$ cat config.mk
export PLATFORM = sky130hd
export DESIGN_NAME = sc_io_ports
export DESIGN_NICKNAME = d
export VERILOG_FILES = /design/src/rtl/sc_io_pkg.sv /design/src/rtl/hex7seg.sv /design/src/rtl/sc_io_ports.sv
export SDC_FILE = /design/constraint.sdc
export NUM_CORES = 1
export LEC_CHECK = 0
export BUFFER_PORTS_ARGS = -buffer_cell sky130_fd_sc_hd__clkbuf_2
export CORE_ASPECT_RATIO = 1.25
export CORE_MARGIN = 2
export CORE_UTILIZATION = 40
export DETAILED_ROUTE_END_ITERATION = 8
export SETUP_SLACK_MARGIN = 0.3
export SLEW_MARGIN = 20
export SYNTH_ARGS = -nofsm -noshare
export SYNTH_HDL_FRONTEND = slang
export SYNTH_HIERARCHICAL = 1
export SYNTH_SLANG_ARGS = --single-unit
$ cat constraint.sdc
create_clock -name clock -period 3.3 [get_ports clock]
set_input_delay 0.66 -clock clock [delete_from_list [all_inputs] [get_ports clock]]
set_output_delay 0.66 -clock clock [all_outputs]
set_load 0.005 [all_outputs]
$ cat src/rtl/sc_io_pkg.sv
// sc_io_pkg: shared constants for the memory-mapped I/O port block.
//   Register word indices, seven-segment patterns (active-low, segment g in
//   the MSB) and the reset value of the display output.
package sc_io_pkg;
  localparam logic [4:0] REG_SW   = 5'd0;
  localparam logic [4:0] REG_EDGE = 5'd1;
  localparam logic [4:0] REG_HEX  = 5'd2;
  localparam logic [4:0] REG_CTRL = 5'd3;
  localparam logic [4:0] REG_TICK = 5'd4;
  localparam logic [6:0] SEG_BLANK = 7'h7F;
  localparam logic [6:0] SEG_ZERO  = 7'h40;
  // Indexed by nibble value; the leftmost entry is digit F.
  localparam logic [15:0][6:0] SEG_TABLE = {
    7'h0E, 7'h06, 7'h21, 7'h46, 7'h03, 7'h08, 7'h10, 7'h00,
    7'h78, 7'h02, 7'h12, 7'h19, 7'h30, 7'h24, 7'h79, 7'h40
  };
  localparam logic [27:0] IO_OUT_RST = {4{SEG_ZERO}};
endpackage

$ cat src/rtl/hex7seg.sv
// hex7seg: combinational hex-digit to active-low seven-segment decoder.
//   nibble  in  4  hex digit
//   seg     out 7  segments {g,f,e,d,c,b,a}, 0 = lit
module hex7seg
  import sc_io_pkg::*;
(
  input  logic [3:0] nibble,
  output logic [6:0] seg
);
  assign seg = SEG_TABLE[nibble];
endmodule

$ cat src/rtl/sc_io_ports.sv
// sc_io_ports: memory-mapped switch/display/tick I/O block of the single-cycle computer.
//   clock        in  1   sole clock, rising edge
//   resetn       in  1   asynchronous active-low reset
//   addr         in  5   word index in the I/O window
//   datain       in  32  write data
//   we           in  1   write strobe
//   io_in        in  10  raw switches (asynchronous)
//   io_out       out 28  four active-low seven-segment digits, digit n at [7n+6:7n]
//   io_data_out  out 32  combinational read data for addr
module sc_io_ports
  import sc_io_pkg::*;
#(
  parameter int DEBOUNCE_CYCLES = 16,
  parameter int TICK_DIV        = 50000
) (
  input  logic        clock,
  input  logic        resetn,
  input  logic [4:0]  addr,
  input  logic [31:0] datain,
  input  logic        we,
  input  logic [9:0]  io_in,
  output logic [27:0] io_out,
  output logic [31:0] io_data_out
);
  localparam int CW = $clog2(DEBOUNCE_CYCLES + 1);
  localparam int PW = $clog2(TICK_DIV + 1);
  localparam logic [CW-1:0] CNT_MAX = CW'(DEBOUNCE_CYCLES - 1);
  localparam logic [PW-1:0] PRE_MAX = PW'(TICK_DIV - 1);
  logic [9:0]    sync1, sync2, cand, sw, sw_next, edges;
  logic [CW-1:0] cnt;
  logic [15:0]   hex;
  logic          ctrl;
  logic [31:0]   tick;
  logic [PW-1:0] pre;
  logic [27:0]   seg;
  logic          wr_edge, wr_hex, wr_ctrl, wr_tick, wrap;
  assign wr_edge = we && addr == REG_EDGE;
  assign wr_hex  = we && addr == REG_HEX;
  assign wr_ctrl = we && addr == REG_CTRL;
  assign wr_tick = we && addr == REG_TICK;
  assign wrap    = pre == PRE_MAX;
  // The candidate becomes the stable value once it has matched the synchronised
  // input for DEBOUNCE_CYCLES further cycles; cnt then stays at CNT_MAX.
  assign sw_next = (sync2 == cand && cnt == CNT_MAX) ? cand : sw;
  for (genvar i = 0; i < 4; i++) begin : g_dig
    hex7seg u_dec (.nibble(hex[4*i +: 4]), .seg(seg[7*i +: 7]));
  end
  always_comb begin
    io_data_out = addr == REG_SW   ? {22'b0, sw}    :
                  addr == REG_EDGE ? {22'b0, edges} :
                  addr == REG_HEX  ? {16'b0, hex}   :
                  addr == REG_CTRL ? {31'b0, ctrl}  :
                  addr == REG_TICK ? tick           : 32'b0;
  end
  always_ff @(posedge clock or negedge resetn) begin
    if (!resetn) begin
      sync1  <= '0;
      sync2  <= '0;
      cand   <= '0;
      cnt    <= '0;
      sw     <= '0;
      edges  <= '0;
      hex    <= '0;
      ctrl   <= 1'b1;
      tick   <= '0;
      pre    <= '0;
      io_out <= IO_OUT_RST;
    end else begin
      sync1 <= io_in;
      sync2 <= sync1;
      if (sync2 != cand) begin
        cand <= sync2;
        cnt  <= '0;
      end else if (cnt != CNT_MAX) begin
        cnt <= cnt + 1'b1;
      end
      sw <= sw_next;
      // Clear is applied before the OR so a simultaneous rising edge wins.
      edges <= (edges & ~(wr_edge ? datain[9:0] : 10'b0)) | (sw_next & ~sw);
      if (wr_hex) hex <= datain[15:0];
      if (wr_ctrl) ctrl <= datain[0];
      io_out <= ctrl ? seg : {4{SEG_BLANK}};
      if (wr_tick) begin
        tick <= datain;
        pre  <= '0;
      end else if (wrap) begin
        tick <= tick + 32'd1;
        pre  <= '0;
      end else begin
        pre <= pre + 1'b1;
      end
    end
  end
endmodule

==> summary.md, run 1 <==
| Metric | Value |
|---|---|
| Status | `finished clean` |
| Final Hold Violating Endpoints | `0` |
| Final core utilization | `0.472` |
| Worst hold path class | `input pin to asynchronous set/reset pin` |
| Sequential fraction of design power | `0.444` |
| Vias in the first global route | `5284` |
| CP max stage cell | `and2_1` |
| Worst-Skew Late Latency | `~0.42 ns` |
| Pre-CTS setup slack | `0.382 ns` |
| Max cap viols | `0` |
| Min Tclk post-route | `2.83 ns` |
| Overall Global Routing Usage | `0.173` |
| Syn nets | `807` |
| Core area | `between 0.015 and 0.02 mm²` |
| Ports | `between 100 and 150` |
| Pin count of the biggest net entering global routing | `65` |
| Iteration-0 DRC Markers | `205` |
| Congestion Overflow GR | `0` |
| Switching Share | `0.292` |
| Via count | `5506` |
| Final setup viols | `0` |
| First-pass GRT wire length | `27.6 mm` |
| Crit-path most repeated cell | `clkbuf_2` |
| Die X | `129 µm` |
| Mapped Area | `0.00779 mm²` |
| CTS Sinks | `148` |
| Setup TNS Final | `0 ns` |
| Port bufs | `109` |
| Sequential share of the synthesized area | `0.476` |
| CP delay by family, top | `simple AND/OR/NAND/NOR gates` |
| DRT Pass-1 Iters | `5` |
| Clock-pin slew on the worst setup and hold paths | `about 0.060 ns` |
| RSZ-0062 raised after global routing | `no` |
| Clock H-tree levels | `4` |
| DRT met1 WL | `7.32 mm` |
| Post-DRT Antenna Nets | `0` |
| WL met3 | `623 µm` |
| Worst VDD drop | `0.348 mV` |
| Area leader, netlist | `dfrtp_1` |
| Post-DP Area | `0.00847 mm²` |
| Slew Viols, Final | `0` |
| Final GP Congestion | `0.801` |
| Synth Register Bits | `148` |
| Clock Root Buffer | `clkbuf_16` |
| Ant diodes | `0` |
| Initial Util | `0.404` |
| Cts bufs inserted | `17` |
| P_int | `3.88 mW` |
| Library cells used by synthesis | `43` |
| Total routed wirelength | `17.0 mm` |
| Share of cells above drive strength 1 | `0.250` |
| Yosys top cell area share | `0.460` |
| Top_reg_cell synth | `dfrtp_1` |
| Setup WS post-layout | `0.472 ns` |
| Layout area overhead | `16.7%` |
| Crit-path cells | `clkbuf_2 -> nor4_4 -> and2_1 -> a221oi_1 -> a21oi_1 -> clkbuf_2` |
| Num rows | `57` |
| Buf/Inv on CP | `2` |
| Layout Skew | `0.00782 ns` |
| WS Path Type | `input pin to output pin` |
| HPWL Detailed | `around 12 mm` |
| Syn Inst Count | `about 730` |
| Crit Path Max Fanout | `12` |
| CTS tree | `yes` |
| Synth warn | `6` |
| WP depth | `6` |
| DRC | `0` |
| Post-synth EDFFs | `0` |
| CTS max path bufs | `2` |
| Die Y-Extent | `~160 µm` |
| Design Area, Final | `0.00909 mm²` |
| Max incr delay on CP | `roughly 0.52 ns` |
| Psw | `between 1.5 and 2 mW` |
| DR top layer | `met4` |
| Avg Vias per Cell | `5.17` |
| Worst setup SP type | `input pin` |
| Top post-synthesis cells by area | `dfrtp_1, ha_1, mux2_2` |
| Ys async rst share | `1.00` |
| Fmax | `0.354 GHz` |
| Die footprint | `0.0206 mm²` |
| Syn Area/Cell | `10.7 µm²` |
| CP endpoint kind | `output pin` |
| Most frequent cells in the layout | `dfrtp_1, clkbuf_2, nor2_1, a21oi_1, xnor2_1` |
| Final Cycle Share | `0.857` |
| Worst-case reg-to-reg path depth | `6` |
| Slew @ Worst Pin | `0.618 ns` |
| Most common library cell in the layout ignoring fill and taps | `dfrtp_1` |
| Req. time, crit path | `2.64 ns` |
| Combinational share of power | `0.190` |
| Routed len/inst | `about 16 µm` |
| Antenna violations before repair | `0` |
| Arrival time at the worst endpoint | `2.17 ns` |
| Power Dens Cells | `between 600 and 700 mW/mm²` |
| DR WL met2 | `around 8.8 mm` |
| Nets | `898` |
| Clock Power Share | `0.366` |
| Hold buffer count at CTS | `0` |
| Slew margin rel. | `0.588` |
| Static Leak | `4.10 nW` |
==> registers in the layout (all words and copies together), names as in the netlist <==
signal,flops
sync2,10
cnt,5
pre,16
sw,10
cand,10
tick,32
ctrl,1
edges,10
hex,16
sync1,10
io_out,28
==> power by group through the flow <==
stage	logic (mW)	registers, mW	clock network, mW
after global placement	1.04	2.47	0
after floorplan	0.843	2.32	0
final	1.04	2.43	2.01
after CTS	1.06	2.43	2.06
after detailed placement	1.05	2.47	0
after global routing	1.19	2.48	2.13
==> timing repair <==
action / 4_1_cts / 5_1_grt
resized for setup: 0 / 1
setup endpoints to repair: 0 / 2
setup buffers: 0 / 0
==> synth_stat cells, drive strengths merged, types with 27 or more instances <==
cell type / n
a21oi: 48
mux2: 31
nand2: 30
ha: 32
xnor2: 37
inv: 30
dfrtp: 143
buf: 31
and3: 27
nor2: 79
nand2b: 28
mux2i: 27
==> per-stage QoR <==
| stage | hold slack, ns | power [mW] | cells |
|---|---|---|---|
| after floorplan | 0.331 | 3.16 | 725 |
| after global placement | 0.334 | 3.51 | 1033 |
| after detailed placement | 0.336 | 3.52 | 1033 |
| after CTS | 0.213 | 5.55 | 1065 |
| after global routing | 0.234 | 5.80 | 1065 |
| final | 0.208 | 5.48 | 1065 |
==> cell type report <==
cell class | instances | area (µm²)
tap | 236 | 295
sequential | 148 | 3710
clock buffer | 20 | 467
inverter | 30 | 113
clock inverter | 12 | 153
timing repair buffer | 122 | 662
multi-input combinational | 497 | 3690
fill | 1814 | 10200
==> final timing paths <==
check / start / end / slack (ns)
worst max-delay path: addr[1] / io_data_out[1] / 0.47
worst min-delay path: resetn / io_out[21]$_DFF_PN0_ / 0.21
worst max register to register: cand[8]$_DFFE_PN0N_ / sw[1]$_DFF_PN0_ / 1.04
worst min register to register: sync1[8]$_DFF_PN0_ / sync2[8]$_DFF_PN0_ / 0.35
max in group asynchronous: resetn / io_out[20]$_DFF_PN1_ / 2.35
min in group clock: io_in[1] / sync1[1]$_DFF_PN0_ / 0.34
==> layer usage <==
layer,vias up,global-route usage
met3,18,0.0328
met2,103,0.300
met1,2682,0.215
li1,2703,-
met4,0,0.0558
met5,-,0
==> logic make-up (layout without fill, tap and decap cells) <==
kind of cell,count (synthesis),count (layout),synth area share
fa+ha+maj,32,32,0.0514
simple gates,248,248,0.179
buf+inv,80,184,0.0506
xor+xnor,58,58,0.0652
flops,148,148,0.476
compound gates,97,97,0.0839
mux,62,62,0.0930
No activity file was read; power rests on OpenSTA's default activity.
==> run 2: changes to the inputs <==
- PLACE_DENSITY_LB_ADDON: default -> 0.3
==> run 2 against run 1 <==
  * Non-clock buffer count decreased by 2
  * Highest routed layer unchanged
  * Register-to-register slack got worse by 0.05 ns
  * Via count increased by 0.64%
  * Sequential power about the same
  * Clock power decreased by 4%
  * Sequential share of layout area increased by 0.21 points
==> summary.md, run 2 (same netlist as run 1, synthesis figures left out) <==
| Metric | Value |
|---|---|
| Ports | `110` |
| Post-DP Area | `0.00845 mm²` |
| Worst hold path class | `input pin to asynchronous set/reset pin` |
| Final Cycle Share | `0.843` |
| Most common library cell in the layout ignoring fill and taps | `dfrtp_1` |
| Iteration-0 DRC Markers | `339` |
| Vias in the first global route | `roughly 5600` |
| RR Endpoint | `sw[0]$_DFF_PN0_` |
| Final setup viols | `0` |
| Slew margin rel. | `0.607` |
| Share of cells above drive strength 1 | `0.244` |
| FF-to-FF Start | `cand[8]$_DFFE_PN0N_` |
| Die footprint | `slightly above 0.02 mm²` |
| Cts bufs inserted | `17` |
| Min Tclk post-route | `between 2 and 3 ns` |
| Static Leak | `between 4 and 5 nW` |
| Worst-case reg-to-reg path depth | `6` |
| Post-DRT Antenna Nets | `0` |
| Max cap viols | `0` |
| Design Area, Final | `0.00904 mm²` |
| Pin count of the biggest net entering global routing | `roughly 70` |
| CTS Sinks | `148` |
| Overall Global Routing Usage | `0.176` |
| CP endpoint kind | `output pin` |
| Worst setup SP type | `input pin` |
| Routed len/inst | `approximately 16 µm` |
| Crit Path Max Fanout | `19` |
| CTS max path bufs | `2` |
| Most frequent cells in the layout | `dfrtp_1, clkbuf_2, nor2_1, a21oi_1, xnor2_1` |
| Hold buffer count at CTS | `0` |
| Clock Root Buffer | `clkbuf_16` |
| Layout area overhead | `16.1%` |
| Final Hold Violating Endpoints | `0` |
| R2R Setup Slk | `0.99 ns` |
| Clock H-tree levels | `4` |
| Initial Util | `0.404` |
| Final core utilization | `0.470` |
| Slew Viols, Final | `0` |
| Clock-pin slew on the worst setup and hold paths | `0.06 ns` |
| Ant diodes | `0` |
| Avg Vias per Cell | `between 5 and 6` |
| RSZ-0062 raised after global routing | `no` |
| Die X | `129 µm` |
| Max FFs per register | `32` |
| Worst VDD drop | `0.365 mV` |
| Nets | `around 900` |
| Status | `finished clean` |
| Biggest regs | `tick x32, io_out x28` |
| Worst-Skew Late Latency | `0.42 ns` |
| Die Y-Extent | `between 150 and 200 µm` |
| Antenna violations before repair | `0` |
| Layout Skew | `0.00865 ns` |
| Slew @ Worst Pin | `0.589 ns` |
| Arrival time at the worst endpoint | `approximately 2.1 ns` |
| Post CTS Setup Buffer Count | `0` |
| WS Path Type | `input pin to output pin` |
| Port bufs | `109` |
| Congestion Overflow GR | `0` |
| First-pass GRT wire length | `28.3 mm` |
| CTS tree | `yes` |
| Via count | `5541` |
| HPWL Detailed | `12.5 mm` |
| Largest Register | `tick` |
| Req. time, crit path | `2.64 ns` |
| Fmax | `0.360 GHz` |
| Total routed wirelength | `17.2 mm` |
| Total power | `about 5.4 mW` |
| Power Dens Cells | `between 500 and 600 mW/mm²` |
| DRC | `0` |
| Final GP Congestion | `about 0.85` |
| DRT Pass-1 Iters | `7` |
| Num rows | `57` |
| Core area | `0.0193 mm²` |
| Post-cts sizing count | `0` |
| Setup TNS Final | `0 ns` |
## run 2: cell types whose count changed in the layout (fill, tap and decap cells not counted)
cell / change
buf_4: -2
clkinvlp_4: +2
clkbuf_1: +2
and2b_2: -1
clkinv_2: -2
clkbuf_8: -1
bufinv_16: -1
and2b_1: +1
## run 2: cell type report
class / count / area, µm²
Clock buffer: 21 / 460
Clock inverter: 11 / 128
Fill cell: 1828 / 10200
Inverter: 30 / 113
Multi-Input combinational cell: 497 / 3690
Sequential cell: 148 / 3710
Tap cell: 236 / 295
Timing Repair Buffer: 120 / 647
## run 2: power by group
group,switching [mW],internal [mW],total [mW]
clock,0.767,1.16,1.92
combinational,0.486,0.548,1.03
sequential,0.356,2.08,2.44
total,1.61,3.79,5.40
## run 2: how the worst max path moves through the flow
| stage | from | end | depth (start not counted) |
|---|---|---|---|
| after floorplan | addr[2] | io_data_out[9] | 6 |
| after global placement | addr[1] | io_data_out[3] | 8 |
| after detailed placement | addr[1] | io_data_out[7] | 8 |
| after CTS | addr[1] | io_data_out[7] | 8 |
| after global routing | addr[1] | io_data_out[7] | 8 |
| final | addr[1] | io_data_out[3] | 8 |
## run 2: worst max-delay path, cell delays in order
cell and delay, ns:
clkbuf_2 0.13, nor4_4 0.27, buf_4 0.21, and2_1 0.13, buf_4 0.27, a221oi_1 0.14, a21oi_1 0.16, clkbuf_2 0.13
## run 2: routing by layer
metal,GRT usage,vias up,wire [µm]
met5,0,-,0
met2,0.299,106,8700
met1,0.219,2716,7480
met4,0.0746,0,418
li1,-,2696,-
met3,0.0322,23,644
## run 2: per-stage QoR
| stage | std cells | worst slack (ns) | hold slack (ns) |
|---|---|---|---|
| detailed placement | 1031 | 0.513 | 0.336 |
| floorplan | 725 | 0.780 | 0.331 |
| global route | 1063 | 0.356 | 0.174 |
| CTS | 1063 | 0.509 | 0.164 |
| finish | 1063 | 0.519 | 0.160 |
| global placement | 1031 | 0.561 | 0.333 |
